## src/rtl/td4_run_ctrl.sv

```systemverilog
// TD4 execution sequencer: issues the registered single-cycle cpu_ce and implements
// halt/run/single-step control, a PC breakpoint and auto-halt on a JMP-to-self idle loop.
module td4_run_ctrl #(
  parameter logic [23:0] DIV_SLOW = 24'd10_000_000,
  parameter logic [23:0] DIV_MED  = 24'd1_000_000,
  parameter logic [23:0] DIV_FAST = 24'd100_000,
  parameter int unsigned CYC_W    = 16
) (
  input  logic             clk,
  input  logic             rst,
  input  logic             run_req,
  input  logic             halt_req,
  input  logic             step_req,
  input  logic [1:0]       speed_sel,
  input  logic             bp_en,
  input  logic [3:0]       bp_addr,
  input  logic [3:0]       pc,
  input  logic [7:0]       memdata,
  output logic             cpu_ce,
  output logic [1:0]       state,
  output logic [1:0]       halt_cause,
  output logic [CYC_W-1:0] icount
);

  localparam logic [1:0] ST_HALT = 2'b00;
  localparam logic [1:0] ST_RUN  = 2'b01;
  localparam logic [1:0] ST_STEP = 2'b10;
  localparam logic [1:0] ST_BRK  = 2'b11;

  localparam logic [1:0] CAUSE_NONE = 2'b00;
  localparam logic [1:0] CAUSE_BP   = 2'b01;
  localparam logic [1:0] CAUSE_LOOP = 2'b10;

  logic        run_prev, halt_prev, step_prev;
  logic [1:0]  speed_prev;
  logic [23:0] presc, presc_n, div_last;
  logic        bp_skip, skip_n;
  logic [1:0]  state_n, cause_n;
  logic        ce_n;
  logic        run_edge, halt_edge, step_edge;
  logic        speed_chg, tick, bp_hit, selfloop;

  assign run_edge  = run_req  & ~run_prev;
  assign halt_edge = halt_req & ~halt_prev;
  assign step_edge = step_req & ~step_prev;
  assign speed_chg = (speed_sel != speed_prev);

  assign bp_hit   = bp_en & (pc == bp_addr) & ~bp_skip;
  assign selfloop = (memdata[7:4] == 4'b1111) & (memdata[3:0] == pc);

  always_comb begin
    case (speed_sel)
      2'b00:   div_last = DIV_SLOW - 24'd1;
      2'b01:   div_last = DIV_MED - 24'd1;
      default: div_last = DIV_FAST - 24'd1;
    endcase
  end

  // A speed change restarts the count and swallows any tick due in that cycle.
  assign tick = (state == ST_RUN) & ~speed_chg &
                ((speed_sel == 2'b11) | (presc == div_last));

  always_comb begin
    state_n = state;
    cause_n = halt_cause;
    ce_n    = 1'b0;
    skip_n  = bp_skip;
    presc_n = presc;
    if (state == ST_RUN) begin
      presc_n = (speed_chg || tick) ? '0 : presc + 24'd1;
    end
    case (state)
      ST_HALT: begin
        if (!halt_edge) begin
          if (step_edge) begin
            state_n = ST_STEP;
          end else if (run_edge) begin
            state_n = ST_RUN;
            cause_n = CAUSE_NONE;
            presc_n = '0;
          end
        end
      end
      ST_RUN: begin
        if (halt_edge) begin
          state_n = ST_HALT;
          cause_n = CAUSE_NONE;
        end else if (tick) begin
          if (bp_hit) begin
            state_n = ST_BRK;
            cause_n = CAUSE_BP;
          end else begin
            ce_n   = 1'b1;
            skip_n = 1'b0;
            if (selfloop) begin
              state_n = ST_HALT;
              cause_n = CAUSE_LOOP;
            end
          end
        end
      end
      ST_STEP: begin
        state_n = ST_HALT;
        if (!halt_edge) begin
          ce_n    = 1'b1;
          cause_n = selfloop ? CAUSE_LOOP : CAUSE_NONE;
        end
      end
      ST_BRK: begin
        if (halt_edge) begin
          state_n = ST_HALT;
        end else if (step_edge) begin
          state_n = ST_STEP;
        end else if (run_edge) begin
          state_n = ST_RUN;
          skip_n  = 1'b1;
          presc_n = '0;
        end
      end
    endcase
  end

  always_ff @(posedge clk or posedge rst) begin
    if (rst) begin
      state      <= ST_HALT;
      halt_cause <= CAUSE_NONE;
      cpu_ce     <= 1'b0;
      icount     <= '0;
      presc      <= '0;
      bp_skip    <= 1'b0;
      run_prev   <= 1'b0;
      halt_prev  <= 1'b0;
      step_prev  <= 1'b0;
      speed_prev <= '0;
    end else begin
      state      <= state_n;
      halt_cause <= cause_n;
      cpu_ce     <= ce_n;
      presc      <= presc_n;
      bp_skip    <= skip_n;
      run_prev   <= run_req;
      halt_prev  <= halt_req;
      step_prev  <= step_req;
      speed_prev <= speed_sel;
      if (ce_n && (icount != '1)) begin
        icount <= icount + 1'b1;
      end
    end
  end

endmodule

```

## config.mk

```make
export PLATFORM = sky130hd
export DESIGN_NAME = td4_run_ctrl
export DESIGN_NICKNAME = d
export VERILOG_FILES = /design/src/rtl/td4_run_ctrl.sv
export SDC_FILE = /design/constraint.sdc
export NUM_CORES = 1
export LEC_CHECK = 0
export CORE_MARGIN = 5
export CORE_UTILIZATION = 54
export DETAILED_ROUTE_END_ITERATION = 6
export PLACE_DENSITY = 0.87
export SLEW_MARGIN = 0
export SYNTH_ARGS = -nofsm -noshare
export SYNTH_HDL_FRONTEND = slang
export SYNTH_SLANG_ARGS = --single-unit
```

## constraint.sdc

```tcl
create_clock -name clk -period 3.2 [get_ports clk]
set_input_delay 0.8 -clock clk [delete_from_list [all_inputs] [get_ports clk]]
set_output_delay 0.8 -clock clk [all_outputs]
set_load 0.1 [all_outputs]
```

==> flow_summary_export.csv <==
group,metric,value,unit
detailed_routing,num_vias,2396,
logic_synthesis,yosys_warnings,0,
timing,max_slew.worst_pin.slew,0.574,ns
finish,fin_area,3540,um^2
finish,drive_gt1_frac,0.136,
status,status,"finished, final reports clean",
detailed_routing,viasPerCell,5.47,
finish,nNetsFinal,397,
detailed_routing,drt_wl_total,6350,um
timing,fin_crit_sh,0.921,
finish,stdcell_count,438,
cts,cts_made_buffers,5,
finish,final_common_cell,"nor2_1",
cts,cts_resized,0,
cts,cts_hold_buf,0,
worst_setup_path,crit_chain,"clkdlybuf4s50_1 -> nor2_1 -> or4b_1 -> a2111oi_4 -> nand4bb_1 -> a21o_2 -> nor2_1 -> xor2_1",
finish,n_antenna_cell,0,
flow_run,cap_viol_max_count,0,
worst_hold_path,hold_class,"register to register",
die,die_area,6950,um^2
detailed_routing,dr.pass1.iters,5,
logic_synthesis,syn_nets,343,
timing,drv_slew,0,
finish,syn2layout_area_growth,21.8,%
grt,grt_pass1_vias,2445,
worst_hold_path,min_path_cells,1,
cts,clk_latency,0.31,ns
power_and_ir_drop,total_power,2.02,mW
die,die_w,83.4,um
logic_synthesis,ys_types,50,
worst_setup_path,cpMostUsedCell,"nor2_1",
power_and_ir_drop,max-vdd-ir-drop,0.000663,V
logic_synthesis,synth-main-ff-cell,"dfrtp_1",
die,start_util,0.562,
timing,finalSetupTns,0,ns
detailed_routing,wl_per_cell,14.5,um
worst_setup_path,path_class,"input pin to register",
logic_synthesis,synth.cell_area,2910,um^2
grt,grt_first_pass_wirelength,11300,um
worst_setup_path,worst-path-stages,8,
finish,final_util,0.685,
grt,grt_max_degree,28,
cts,cts_setup_buffers,0,
cts,htreeDepth,2,
worst_setup_path,start_kind,"input pin",
timing,fin_crit,2.95,ns
grt,antenna_found_initial,0,
timing,hold_ws,0.496,ns
logic_synthesis,ys_ff_latch,51,
place,place_ws,-0.0493,ns
grt,overflow,0,
timing,slew_headroom,0.617,
power_and_ir_drop,p_leak,1.57,nW
cts,cts.sinks,51,
cts,cts_tree,"done",
worst_setup_path,path_max_fanout,6,
logic_synthesis,synth_edf_count,0,
logic_synthesis,avgSynthCellArea,9.29,um^2
die,coreArea,5170,um^2
timing,fin_ws,0.252,ns
worst_setup_path,worstSetupEndpointType,"register",
place,gp_congestion,0.886,
timing,hold_viol,0,
timing,fmax,339,MHz
worst_setup_path,crit_required,3.44,ns
worst_setup_path,path_buf_inv,1,
die,ios,45,
cts,cts.path.max_buffers,2,
die,rows,26,
detailed_routing,postRouteAntennaNets,0,
power_and_ir_drop,power_density,572,nW/um^2
logic_synthesis,synthArstFlopShare,1.00,
worst_setup_path,slowest_delay,0.53,ns
detailed_routing,drc,0,
timing,final-setup-viol-count,0,
place,port-buffer-count,44,
place,placed_area,3450,um^2
worst_setup_path,critical_path.slowest_cell,"clkdlybuf4s50_1",
finish,fillers,411,
worst_setup_path,path_delay_family,"simple AND/OR/NAND/NOR gates",
logic_synthesis,netlist_instances,313,
detailed_routing,drt_iter0_drc,135,
place,dp_hpwl,4810,um
finish,mostFrequentLayoutCells,"56 x nor2_1, 51 x dfrtp_1, 33 x nand2_1",
grt,gr-usage-all-layers,0.195,
logic_synthesis,ys_seq_area_frac,0.439,
worst_setup_path,rr_worst_depth,7,
worst_setup_path,cp.arrival,3.19,ns
die,die_h,83.4,um
timing,rsz0062_at_grt,"false",
timing,fin_skew,0.0134,ns
place,dp_cells,430,
cts,clockRootBuffer,"clkbuf_8",
cts,path_clk_slew,0.10,ns
## flip-flops by register name (all words and copies together) (netlist names)
signal / flops
step_prev: 1
presc: 24
speed_prev: 2
halt_cause: 2
halt_prev: 1
cpu_ce: 1
run_prev: 1
state: 2
icount: 16
bp_skip: 1
## cell type report
class / instances / area [um^2] / area share
Multi-Input combinational cell: 247 / 1570 / 0.443
Timing Repair Buffer: 53 / 480 / 0.136
Inverter: 9 / 33.8 / 0.00954
Sequential cell: 51 / 1280 / 0.360
Clock inverter: 3 / 26.3 / 0.00742
Clock buffer: 5 / 68.8 / 0.0194
Tap cell: 70 / 87.6 / 0.0247
## per-layer routing
layer	wire [um]	vias up	global-route usage
met5	0	-	0
met2	3090	76	0.331
li1	-	1182	-
met3	349	12	0.0485
met4	122	0	0.0609
met1	2780	1126	0.243
## final timing paths
path	start	endpoint	slack, ns
hold / removal	icount[15]	icount[15]	0.50
setup / recovery	speed_sel[0]	icount[11]	0.25
hold reg to reg	icount[15]	icount[15]	0.50
max in group asynchronous	rst	presc[0]	1.80
min in group asynchronous	rst	presc[22]	0.86
setup reg to reg	presc[11]	icount[11]	0.68
## where the power goes
group	switching [mW]	internal, mW
clock	0.233	0.161
combinational	0.595	0.266
sequential	0.0697	0.700
total	0.898	1.13
## synthesized netlist by cell type, drive strengths merged, types with 2 or more instances
cell	count	share of area
dfrtp	51	0.44
nand3	9	0.015
a21o	2	0.0056
xnor2	23	0.069
or4b	2	0.0069
nor2	57	0.074
nand2b	9	0.019
nor4	3	0.0065
mux2	2	0.0090
nor3b	4	0.010
nand2	33	0.043
mux2i	3	0.010
xor2	22	0.066
a21boi	2	0.0065
nand4	15	0.032
nor2b	8	0.017
nand3b	2	0.0052
inv	9	0.012
buf	4	0.0077
a221oi	2	0.0060
clkbuf	2	0.0026
a21oi	12	0.022
ha	6	0.026
nor3	7	0.012
and3	6	0.013
## cell families (layout without fill, tap and decap cells)
group	Yosys count	after routing	share of synthesized area
AOI/OAI and AO/OA	31	31	0.0878
adders and majority gates	6	6	0.0258
muxes	5	5	0.0194
buffers and inverters	15	70	0.0219
and+or+nand+nor	160	160	0.271
DFF	51	51	0.439
xor gates and xnor gates	45	45	0.136
Note: power is estimated with default switching activity, not from simulation.
==> edit 1 (same settings) <==
Set the parameter `CYC_W` to 20 (it was 16).
--- a/src/rtl/td4_run_ctrl.sv
+++ b/src/rtl/td4_run_ctrl.sv
@@ -5,5 +5,5 @@
   parameter logic [23:0] DIV_MED  = 24'd1_000_000,
   parameter logic [23:0] DIV_FAST = 24'd100_000,
-  parameter int unsigned CYC_W    = 16
+  parameter int unsigned CYC_W    = 20
 ) (
   input  logic             clk,
Interface: changed (resized icount); port bits go from 45 to 49. The function was not compared with the original's and may differ.
==> edit 1 against the original RTL <==
Via count is 11% higher. Power is 9.2% higher. Clock power is 21% higher. Fmax is 0.78% higher. Cell area is 6.6% higher. Non-clock buffer count is 2 higher. Worst hold slack better by 0.015 ns. Routed wire length is 12% higher. Sequential power is 7.8% higher. Sequential cell count is 4 higher. Sequential share of layout area is 0.43 points higher. Worst setup slack better by 0.023 ns. Synthesized area is 7.3% higher. Highest routed layer unchanged.
==> edit 1: results <==
set metrics [dict create \
    arrival_ns 3.13 \
    yosysSeqAreaShare 0.441 \
    critPathMaxStageDelay_ns 0.57 \
    relSlewSlack 0.561 \
    final_nets 410 \
    postCtsSetupBuffers 0 \
    vias_per_cell 5.89 \
    fin_worst_skew_ns 0.0109 \
    leakagePower_nw 1.60 \
    port_buffers 48 \
    antenna_found_initial 0 \
    route.met3.wl_microns 428 \
    syn_area_per_cell_sq_um 9.51 \
    reg_top3 "presc x24, icount x20" \
    met1_usage 0.263 \
    ir_drop_uv 718 \
    wl_met2_microns 3480 \
    hpwl_microns 5360 \
    dr.pass1.iters 4 \
    cp_max_fo 8 \
    routedWlPerCell_microns 15.7 \
    synth_common_cells "dfrtp_1 (55), nor2_1 (37), xnor2_1 (30)" \
    grt_util_all_layers 0.201 \
    synth_nets 358 \
    p_sw_frac 0.422 \
    gp_congestion 0.963 \
    fillCellCount 429 \
    drive_above_1_share 0.136 \
    drt_iter0_drc 125 \
    grt_pass1_wl_microns 12200 \
    status "complete, no violations" \
]
## edit 1: cell count changes in the layout (fill, tap and decap cells not counted), sizes merged, moves of 4 or more
| cell | change |
|---|---|
| o21ai | +8 |
| xnor2 | +7 |
| xor2 | -7 |
| or3 | +4 |
| nor2 | -19 |
| a31oi | +7 |
| nand4 | +7 |
| nand2 | -10 |
| dfrtp | +4 |
| nand3 | +9 |
## edit 1: final timing paths
| kind | start | cells past startpoint | slack (ns) | to |
|---|---|---|---|---|
| setup / recovery | speed_sel[1] | 9 | 0.28 | bp_skip$_DFFE_PP0P_ |
| hold / removal | icount[18]$_DFFE_PP0P_ | 1 | 0.51 | icount[18]$_DFFE_PP0P_ |
| setup reg to reg | state[1]$_DFFE_PP0P_ | 9 | 0.58 | icount[1]$_DFFE_PP0P_ |
| hold reg to reg | icount[18]$_DFFE_PP0P_ | 1 | 0.51 | icount[18]$_DFFE_PP0P_ |
| max in group asynchronous | rst | 3 | 1.82 | icount[16]$_DFFE_PP0P_ |
| min in group asynchronous | rst | 2 | 0.85 | presc[21]$_DFF_PP0_ |
## edit 1: logic make-up after synthesis
logic type	after synthesis	share of synthesized area
AO/OA/AOI/OAI	47	0.107
multiplexers	3	0.0116
AND/OR/NAND/NOR	148	0.253
adder cells (fa/ha/maj)	6	0.0241
XOR/XNOR	45	0.126
buffers and inverters	24	0.0369
flip-flops	55	0.441
## edit 1: power groups by stage
stage | registers, W | clock network [W] | logic [W]
2_1_floorplan | 0.00113 | 0 | 0.000370
6_report | 0.000829 | 0.000476 | 0.000905
4_1_cts | 0.000829 | 0.000482 | 0.000903
5_1_grt | 0.000843 | 0.000511 | 0.000965
3_5_place_dp | 0.000841 | 0 | 0.000901
3_3_place_gp | 0.000837 | 0 | 0.000886
## edit 1: through the flow
step                utilization  setup slack, ns  area (sq um)  setup TNS (ns)  hold WS (ns)
CTS                       0.677            0.276          3770               0         0.514
floorplan                     -            0.386          3120               0         0.497
finish                    0.677            0.275          3770               0         0.511
detailed placement        0.656          -0.0396          3660         -0.0770         0.501
global route              0.677            0.165          3770               0         0.533
global placement          0.656           0.0545          3660               0         0.490
## edit 1: area by class of cell
type                    instances  area (sq um)  share of cell area
inverters                      14          52.6              0.0139
well taps                      72          90.1              0.0239
flip-flops and latches         55          1380               0.365
clock inverters                 2          35.0             0.00928
repair buffers                 55           508               0.135
clock buffers                   6          82.6              0.0219
multi-input cells             249          1630               0.432
## edit 1: worst max-delay path, delay by kind of cell
family / cells / cell delay (ns)
buffers and inverters: 2 / 0.77
AND/OR/NAND/NOR: 2 / 0.36
AO/OA/AOI/OAI: 5 / 1.21
==> edit 2 (same flow settings) <==
Made on the original files. The output `cpu_ce` loses its register stage (`cpu_ce` becomes a continuous assignment). Comments in the files are not updated.
--- a/src/rtl/td4_run_ctrl.sv
+++ b/src/rtl/td4_run_ctrl.sv
@@ -125,5 +125,4 @@
       state      <= ST_HALT;
       halt_cause <= CAUSE_NONE;
-      cpu_ce     <= 1'b0;
       icount     <= '0;
       presc      <= '0;
@@ -136,5 +135,4 @@
       state      <= state_n;
       halt_cause <= cause_n;
-      cpu_ce     <= ce_n;
       presc      <= presc_n;
       bp_skip    <= skip_n;
@@ -149,4 +147,6 @@
   end
 
+  assign cpu_ce = ce_n;
+
 endmodule
 
Check against the original RTL: not equivalent (a bounded check fails within 4 cycles, from zero or initial values and one cycle with rst high).
==> edit 2 against the original RTL <==
Power is 3.8% higher. Sequential cell count is 1 lower. Synthesized area is 0.86% lower. Worst setup slack worse by 0.20 ns. Cell area is 4.7% higher. Die area is 0.75% lower. Final cell count is 3.7% higher. Routed wire length is 4.8% higher.
==> edit 2: results <==
set metrics [dict create \
    grt_start_max_net_pins 23 \
    cts_root_buffer "clkbuf_8" \
    diodes 0 \
    ys_warn_count 0 \
    async_flop_share 1.00 \
    yosysSeqAreaShare 0.434 \
    grt_pass1_wl_microns 11900 \
    wl_microns 6650 \
    fin_worst_skew_ns 0.00980 \
    syn_inst 312 \
    numCtsBuffers 5 \
    synth_nets 342 \
    leakagePower_nw 1.72 \
    cts_max_path_buffers 2 \
    post_dp_cell_area_sq_um 3530 \
    multi_input_area_sq_um 1610 \
    hpwl_microns 4970 \
    min_path_type "flip-flop to flip-flop" \
    gp_congestion 0.856 \
    fillCellCount 379 \
    status "complete, no violations" \
    htreeDepth 2 \
    cp_max_fo 3 \
    final_nets 413 \
    arrival_ns 2.35 \
    dp_cells 441 \
    port_buffers 44 \
    cts_hold_buf 0 \
    grt_use_met3 0.0475 \
    met1_usage 0.242 \
    routedWlPerCell_microns 14.7 \
    synth_common_cells "nor2_1 (56), dfrtp_1 (50), nand2_1 (33)" \
    drt_iter0_drc 120 \
    ir_drop_uv 564 \
    clock_latency_ns 0.31 \
    dr.pass1.iters 4 \
    vias_per_cell 5.46 \
    antenna_found_initial 0 \
    met2_usage 0.356 \
    grt_util_all_layers 0.202 \
    drive_above_1_share 0.198 \
    netlist_top_cells_area "dfrtp_1 (43%), nor2_1 (7.3%), xnor2_1 (7.0%), xor2_1 (6.7%), nand2_1 (4.3%)" \
    clk_pin_slew_ns 0.10 \
    synth_cell_types 50 \
    reg_top3 "presc x24, icount x16" \
    tightest_slew_ns 0.535 \
    grt_pass1_vias 2692 \
    synth_ff_type "dfrtp_1" \
]
edit 2: changes by cell type in the layout (fill, tap and decap cells not counted), moves of 2 or more:
cell             change
inv_6                -2
clkdlybuf4s50_1      -7
dfrtp_1              -2
buf_4               +19
dlymetal6s2s_1       +5
clkbuf_8             +2
edit 2: timing repair:
item,in CTS,in global routing
pin swaps,4,6
setup buffers,2,3
resized for setup,8,10
endpoints found under the setup margin,1,1
cloned,0,0
edit 2: area by class of cell:
type                            instances  area share
Clock buffer                            7      0.0260
Clock inverter                          1     0.00236
Inverter                                9     0.00912
Multi-Input combinational cell        247       0.435
Sequential cell                        50       0.338
Tap cell                               70      0.0236
Timing Repair Buffer                   70       0.166
edit 2: path summary, 6_finish.rpt:
check | slack, ns | endpoint | start | cells after the start
max | 0.05 | cpu_ce | bp_addr[2] | 6
min | 0.50 | icount[15]$_DFFE_PP0P_ | icount[15]$_DFFE_PP0P_ | 1
max reg2reg | 0.40 | icount[14]$_DFFE_PP0P_ | presc[21]$_DFF_PP0_ | 10
min reg2reg | 0.50 | icount[15]$_DFFE_PP0P_ | icount[15]$_DFFE_PP0P_ | 1
max in group asynchronous | 1.84 | presc[12]$_DFF_PP0_ | rst | 3
min in group asynchronous | 0.77 | halt_cause[1]$_DFFE_PP0P_ | rst | 2
edit 2: kinds of logic after synthesis:
logic type               count (synthesis)  share of synthesized area
adder cells (fa/ha/maj)                  6                     0.0260
buffers and inverters                   15                     0.0221
multiplexers                             5                     0.0195
AND/OR/NAND/NOR                        160                      0.273
XOR/XNOR                                45                      0.137
AO/OA/AOI/OAI                           31                     0.0886
flip-flops                              50                      0.434
edit 2: critical path, cell delays in order:
cell,delay [ns]
clkdlybuf4s50_1,0.42
o2111a_1,0.26
a31o_2,0.26
o31a_1,0.35
nand2_4,0.09
buf_12,0.17
edit 2: per-layer routing:
metal | vias to the layer above | part of all wire
met5 | - | 0
met4 | 0 | 0.017
met3 | 14 | 0.045
met2 | 61 | 0.50
met1 | 1190 | 0.44
li1 | 1212 | -
edit 2: report_power, final:
| part | internal (W) | total [W] | switching [W] |
|---|---|---|---|
| logic | 0.000314 | 0.000930 | 0.000616 |
| clock network | 0.000199 | 0.000414 | 0.000216 |
| registers | 0.000685 | 0.000757 | 0.0000722 |
edit 2: metrics by stage:
| step | worst slack (ns) | hold WS, ns |
|---|---|---|
| 6_report | 0.0503 | 0.504 |
| 5_1_grt | -0.0186 | 0.526 |
| 4_1_cts | 0.0106 | 0.503 |
| 3_5_place_dp | -0.463 | 0.485 |
| 3_3_place_gp | -0.434 | 0.484 |
| 2_1_floorplan | -0.00270 | 0.486 |
